**config.mk**
```make
export PLATFORM = sky130hd
export DESIGN_NAME = serial_subtractor
export DESIGN_NICKNAME = d
export VERILOG_FILES = /design/src/rtl/serial_subtractor.sv
export SDC_FILE = /design/constraint.sdc
export NUM_CORES = 1
export LEC_CHECK = 0
export CAP_MARGIN = 30
export CORE_MARGIN = 2
export CORE_UTILIZATION = 53
export CTS_BUF_LIST = sky130_fd_sc_hd__clkbuf_8
export DETAILED_ROUTE_END_ITERATION = 16
export GPL_TIMING_DRIVEN = 1
export PLACE_DENSITY = 0.88
export SLEW_MARGIN = 15
export SYNTH_ARGS = -nofsm -noshare
export SYNTH_HDL_FRONTEND = slang
export SYNTH_SLANG_ARGS = --single-unit
```
**constraint.sdc**
```tcl
create_clock -name clk -period 1.5 [get_ports clk]
set_input_delay 0.225 -clock clk [delete_from_list [all_inputs] [get_ports clk]]
set_output_delay 0.225 -clock clk [all_outputs]
set_load 0.01 [all_outputs]
```
**src/rtl/serial_subtractor.sv**
```systemverilog
// Bit-serial unsigned subtractor: diff = a - b over WIDTH cycles, LSB first, valid/ready on both sides.
// Define SERIAL_SUB_SAT_EN to saturate diff to zero whenever a < b.
module serial_subtractor #(
  parameter int WIDTH = 8
) (
  input  logic             clk,
  input  logic             rst,
  input  logic             in_valid,
  output logic             in_ready,
  input  logic [WIDTH-1:0] a,
  input  logic [WIDTH-1:0] b,
  output logic             out_valid,
  input  logic             out_ready,
  output logic [WIDTH-1:0] diff,
  output logic             borrow_out,
  output logic             busy
);

  localparam int CW = (WIDTH > 1) ? $clog2(WIDTH) : 1;
  localparam logic [CW-1:0] LAST_BIT = CW'(WIDTH - 1);

  typedef enum logic [1:0] {
    S_IDLE = 2'd0,
    S_BUSY = 2'd1,
    S_DONE = 2'd2
  } state_t;

  state_t r_state;
  state_t w_state_nxt;

  logic [WIDTH-1:0] r_sa;
  logic [WIDTH-1:0] r_sb;
  logic [WIDTH-1:0] r_sr;
  logic             r_br;
  logic [CW-1:0]    r_cnt;
  logic             r_in_ready;
  logic             r_out_valid;
  logic             r_busy;
  logic [WIDTH-1:0] r_diff;
  logic             r_borrow;

  logic             w_last;
  logic             w_d;
  logic             w_br_nxt;
  logic [WIDTH-1:0] w_sr_nxt;
  logic [WIDTH-1:0] w_diff_final;

  // Full-subtractor bit cell: difference and borrow-out of x - y - bin.
  function automatic logic fs_diff(input logic x, input logic y, input logic bin);
    return x ^ y ^ bin;
  endfunction

  function automatic logic fs_borrow(input logic x, input logic y, input logic bin);
    return (~x & y) | (~(x ^ y) & bin);
  endfunction

  assign w_last   = (r_cnt == LAST_BIT);
  assign w_d      = fs_diff(r_sa[0], r_sb[0], r_br);
  assign w_br_nxt = fs_borrow(r_sa[0], r_sb[0], r_br);
  assign w_sr_nxt = {w_d, r_sr[WIDTH-1:1]};

`ifdef SERIAL_SUB_SAT_EN
  assign w_diff_final = w_br_nxt ? {WIDTH{1'b0}} : w_sr_nxt;
`else
  assign w_diff_final = w_sr_nxt;
`endif

  // State register.
  always_ff @(posedge clk) begin
    if (rst) begin
      r_state <= S_IDLE;
    end else begin
      r_state <= w_state_nxt;
    end
  end

  // Next-state decode; no pipelining, so DONE always returns to IDLE first.
  always_comb begin
    w_state_nxt = r_state;
    case (r_state)
      S_IDLE: begin
        if (in_valid) begin
          w_state_nxt = S_BUSY;
        end else begin
          w_state_nxt = S_IDLE;
        end
      end
      S_BUSY: begin
        if (w_last) begin
          w_state_nxt = S_DONE;
        end else begin
          w_state_nxt = S_BUSY;
        end
      end
      S_DONE: begin
        if (out_ready) begin
          w_state_nxt = S_IDLE;
        end else begin
          w_state_nxt = S_DONE;
        end
      end
      default: begin
        w_state_nxt = S_IDLE;
      end
    endcase
  end

  // Handshake/status outputs registered from the next state.
  always_ff @(posedge clk) begin
    if (rst) begin
      r_in_ready  <= 1'b1;
      r_out_valid <= 1'b0;
      r_busy      <= 1'b0;
    end else begin
      r_in_ready  <= (w_state_nxt == S_IDLE);
      r_out_valid <= (w_state_nxt == S_DONE);
      r_busy      <= (w_state_nxt != S_IDLE);
    end
  end

  // Serial datapath; diff/borrow_out change only on the edge entering DONE.
  always_ff @(posedge clk) begin
    if (rst) begin
      r_sa     <= {WIDTH{1'b0}};
      r_sb     <= {WIDTH{1'b0}};
      r_sr     <= {WIDTH{1'b0}};
      r_br     <= 1'b0;
      r_cnt    <= {CW{1'b0}};
      r_diff   <= {WIDTH{1'b0}};
      r_borrow <= 1'b0;
    end else begin
      case (r_state)
        S_IDLE: begin
          if (in_valid) begin
            r_sa  <= a;
            r_sb  <= b;
            r_sr  <= {WIDTH{1'b0}};
            r_br  <= 1'b0;
            r_cnt <= {CW{1'b0}};
          end
        end
        S_BUSY: begin
          r_sa  <= {1'b0, r_sa[WIDTH-1:1]};
          r_sb  <= {1'b0, r_sb[WIDTH-1:1]};
          r_sr  <= w_sr_nxt;
          r_br  <= w_br_nxt;
          r_cnt <= r_cnt + CW'(1);
          if (w_last) begin
            r_diff   <= w_diff_final;
            r_borrow <= w_br_nxt;
          end
        end
        S_DONE: begin
          r_cnt <= r_cnt;
        end
        default: begin
          r_cnt <= {CW{1'b0}};
        end
      endcase
    end
  end

  assign in_ready   = r_in_ready;
  assign out_valid  = r_out_valid;
  assign busy       = r_busy;
  assign diff       = r_diff;
  assign borrow_out = r_borrow;

endmodule

```
# After elaboration in Yosys (flattened, before gate mapping)

Cells that the tools add are included.

Muxes and demuxes: 14
Eq/ne operators: 5
Reduce and logical (&&, ||, !) cells: 7
$add $sub $neg: 1
Bitwise operators: 8

Operators by type and width:

| kind                                                                  | count |
|---|---|
| 8-bit one-hot mux with 2 select lines                                 | 3 |
| 8-bit two-way mux                                                     | 3 |
| 3-bit one-hot mux with 3 select lines                                 | 1 |
| 2-bit one-hot mux with 3 select lines                                 | 1 |
| 2-bit AND reduction                                                   | 3 |
| 2-bit equality test, second input constant                            | 2 |
| 2-bit zero test                                                       | 2 |
| 2-bit two-way mux                                                     | 2 |
| 2-bit nonzero test                                                    | 2 |
| 3-bit by 1-bit adder with 3-bit output, second input constant         | 1 |
| 3-bit equality test, second input constant                            | 1 |
| 3-bit two-way mux                                                     | 1 |
| 1-bit inverter                                                        | 3 |
| 1-bit bitwise AND                                                     | 2 |
| 2-bit by 1-bit equality test with 1-bit output, second input constant | 1 |
| 1-bit two-way mux                                                     | 2 |
| 2-bit != test, second input constant                                  | 1 |
| 1-bit one-hot mux with 2 select lines                                 | 1 |
| 1-bit bitwise XOR                                                     | 2 |
| 1-bit bitwise OR                                                      | 1 |

Input bits: 20
Register bits after elaboration: 42
Logic and storage cells: 46
Output and inout port bits: 12

# Logic depth before layout (Yosys ltp)

Word-level depth: 5
Mapped depth: 6
Depth with buffers taken out: 5

# Worst setup path after synthesis

No wires, ideal clock.

Kind: reg-to-reg
Start point: register r_cnt[0]
End point: register r_in_ready (netlist: in_ready)
Setup time: 0.121 ns
Setup slack: 0.176 ns
Buffers on the path: 0
Arrival: 1.203 ns
Cell stages (with the launch flop): 6
Period minus slack after synthesis: 1.324 ns
Cells stage by stage: dfxtp_1 > ha_1 > ha_1 > or2b_1 > a211oi_2 > nor2_1

Word-level cells in the longest chain between the ends: 4

RTL lines:

| what                                  | RTL line | source |
|---|---|---|
| start, declared                       | 35       | `logic [CW-1:0] r_cnt;` |
| start signal, assigned                | 128      | `r_cnt <= {CW{1'b0}};` |
| start signal, assigned                | 139      | `r_cnt <= {CW{1'b0}};` |
| start signal, assigned                | 147      | `r_cnt <= r_cnt + CW'(1);` |
| 3-bit equality test                   | 57       | `assign w_last = (r_cnt == LAST_BIT);` |
| 2-bit two-way mux                     | 89       | `if (w_last) begin` |
| 2-bit one-hot mux with 3 select lines | 80       | `case (r_state)` |
| 2-bit zero test                       | 115      | `r_in_ready <= (w_state_nxt == S_IDLE);` |
| end signal, assigned                  | 115      |  |
| end, declared                         | 36       | `logic r_in_ready;` |

No other way between the ends.
A chain may end at the register's enable or synchronous reset.

# Worst setup path in the final report

Start point: register r_diff[5] (netlist: diff[5])
End point: output diff[5]

RTL lines:

| what                   | RTL line | source |
|---|---|---|
| start, declared        | 39       | `logic [WIDTH-1:0] r_diff;` |
| start signal, assigned | 129      | `r_diff <= {WIDTH{1'b0}};` |
| start signal, assigned | 149      | `r_diff <= w_diff_final;` |
| end, declared          | 14       | `output logic [WIDTH-1:0] diff,` |

No word-level cell between the ends.

==> out/qor.yml <==
cp.arrival_ns: 1.18
yosysWarnings: 0
syn2layout_area_growth_pct: 27.8
cts-root-buf: "clkbuf_8"
fillers: 209
ys.flop_type: "dfxtp_1"
stdcell_count: 236
finalSetupTns_ns: 0
fmax_mhz: 712
drt_first_pass_iters: 4
place_inst: 228
worst_pin_slew_ns: 0.526
clockBufferDepth: 2
period_needed_ns: 1.40
synth_xor_area_frac: 0
post-place-ws_ns: -0.200
slowest_stage: "clkdlybuf4s50_1"
cp-start-kind: "register"
whs_path_depth: 2
synth_cell_types: 34
n_antenna_cell: 0
clk_latency_ns: 0.30
r2r_start: "r_cnt[0]$_SDFFE_PP0P_"
drt-initial-drc-count: 92
grt_max_degree: 24
worstPathMaxFanout: 2
cts_max_level: 2
dr_total_vias: 1357
wl_per_cell_um: 15.7
leakage_nw: 0.807
cp.required_ns: 1.27
finalClockSkew_ns: 0.00563
antenna_found_initial: 0
critical-path-top-delay-family: "buffers and inverters"
layout-drive-gt1-share: 0.177
cts_tree: "built"
powerDensity_nw_per_um2: 1030
grtUsageTotal: 0.219
num_rows: 20
r2r-end: "in_ready$_SDFF_PP1_"
max_cap_viol_count: 0
via_per_inst: 5.75
grt-ovfl-total: 0
synth_simple_gate_area_frac: 0.137
synth_compound_area_frac: 0.259
max-vdd-ir-drop_v: 0.000745
die_w_um: 59.8
dieArea_um2: 3570
synth_top_family_by_area: "compound AO/OA/AOI/OAI gates"
crit_type: "reg -> out"
setup_viol: 0
ys_ff_latch: 41
hp-class: "reg -> reg"
min_period_over_period: 0.937
grt_pass1_vias: 1357
port_buffers: 31
synthArstFlopShare: 0
status: "finished, final reports clean"
cts-buffers-inserted: 5
core_area_um2: 3000
grt_pass1_wl_um: 5740
initial_core_util: 0.549
finalHoldViolCount: 0
slew_viol_final: 0
hold_path.startpoint: "diff[3]$_SDFFE_PP0P_"
worst_path_largest_cell_delay_ns: 0.54
drc: 0
synth_edf_count: 0
synth_cells: 168
synth_mux_area_frac: 0
hpwl_um: 2480
yosys.area_share.adder: 0.0273
numClockSinks: 41
clk_pin_slew_ns: 0.07
endpoint_kind: "output pin"
hold-path-endpoint: "diff[3]$_SDFFE_PP0P_"
place_congestion: 0.788
pin_count: 32
syn_avg_cell_area_um2: 9.82
seq_area_frac_synth: 0.498
path_cells: "clkdlybuf4s50_1"
ant_nets: 0
routed_wirelength_um: 3710
synth_area_um2: 1650
fp.dieH_um: 59.8
r2r_setup_slack_ns: 0.1
critical_path_buf_inv_count: 1
fin_nets: 226
reg2reg_depth: 5
timing.final.ws_setup_ns: 0.0952
syn_nets: 191
grt_setup_unrepaired: "no"
relSlewSlack: 0.649
## stage by stage
stage	hold WS, ns	util	power, mW	instance area, um2
global route	0.473	0.702	2.25	2110
detailed placement	0.449	0.663	1.47	1990
global placement	0.445	0.659	1.45	1980
finish	0.459	0.702	2.16	2110
floorplan	0.300	-	1.36	1650
CTS	0.459	0.693	2.17	2080
## final cells by class
cell class / count / area, um2 / share of cell area
repair buffers: 38 / 379 / 0.180
inverters: 14 / 52.6 / 0.0249
flip-flops and latches: 41 / 821 / 0.390
clock inverters: 1 / 3.75 / 0.00178
multi-input cells: 103 / 727 / 0.345
well taps: 33 / 41.3 / 0.0196
clock buffers: 6 / 82.6 / 0.0392
## power breakdown
group,leakage [nW],internal (mW),switching (mW)
Clock,0.0485,0.358,0.354
Sequential,0.335,1.14,0.0296
Combinational,0.423,0.147,0.133
Total,0.807,1.65,0.517
## how the worst max path moves through the flow
stage	cells after the start	startpoint	endpoint	slack (ns)
after floorplan	5	r_cnt[0]$_SDFFE_PP0P_	in_ready$_SDFF_PP1_	0.18
after global placement	3	r_state[0]$_SDFF_PP0_	r_sb[3]$_SDFFE_PP0P_	-0.19
after detailed placement	4	in_valid	r_sr[5]$_SDFFE_PP0P_	-0.20
after CTS	5	r_cnt[0]$_SDFFE_PP0P_	in_ready$_SDFF_PP1_	0.04
after global routing	5	r_cnt[0]$_SDFFE_PP0P_	in_ready$_SDFF_PP1_	0.04
final	1	diff[5]$_SDFFE_PP0P_	diff[5]	0.1
## placed cells by master (no fill, tap or decap), types with 2 or more instances in the layout
cell / instances
a211oi_1: 3
a21oi_1: 19
a221oi_1: 2
a22oi_1: 9
a32oi_1: 2
buf_4: 5
clkbuf_8: 6
clkdlybuf4s50_1: 31
dfxtp_1: 41
inv_1: 14
nand2_1: 16
nor2_1: 17
nor3b_1: 2
o221a_2: 10
o22ai_1: 4
## layer usage
| metal | vias up | wire [um] | track usage |
|---|---|---|---|
| met4 | 0 | 97 | 0.121 |
| met2 | 42 | 1930 | 0.404 |
| li1 | 661 | - | - |
| met3 | 12 | 234 | 0.0606 |
| met1 | 642 | 1450 | 0.218 |
| met5 | - | 0 | 0 |
## sequential cells by signal (all words and copies together) (netlist names)
| register | cells |
|---|---|
| diff | 8 |
| r_sa | 8 |
| r_sb | 8 |
| r_sr | 7 |
| r_cnt | 3 |
| r_state | 2 |
| borrow_out | 1 |
| busy | 1 |
| in_ready | 1 |
| out_valid | 1 |
| r_br | 1 |
## synthesized netlist by cell type, drive strengths merged (2+ instances only)
cell type,number,area [um2]
a211oi,4,35.0
a221oi,2,17.5
dfxtp,41,821
nand2,16,60.1
o221a,10,113
buf,8,67.6
a22oi,9,67.6
a21oi,20,111
inv,14,52.6
nand2b,2,15.0
a32oi,2,17.5
nor2,17,63.8
o22ai,4,25.0
nor3b,2,15.0
clkbuf,3,11.3
ha,2,25.0
## cells by family (layout without fill, tap and decap cells)
kind of cell	Yosys count	in the layout
AO/OA/AOI/OAI	55	55
adder cells (fa/ha/maj)	3	3
buffers and inverters	25	59
flip-flops	41	41
AND/OR/NAND/NOR	44	45
## repair_timing
item | 4_1_cts | 5_1_grt
hold buffers | 0 | 0
resized for setup | 1 | 4
hold endpoints to repair | 0 | 0
gates cloned | 0 | 1
setup endpoints to repair | 2 | 9
pin swaps | 0 | 2
buffers inserted | 0 | 0
Power figures use the tool's default switching activity.
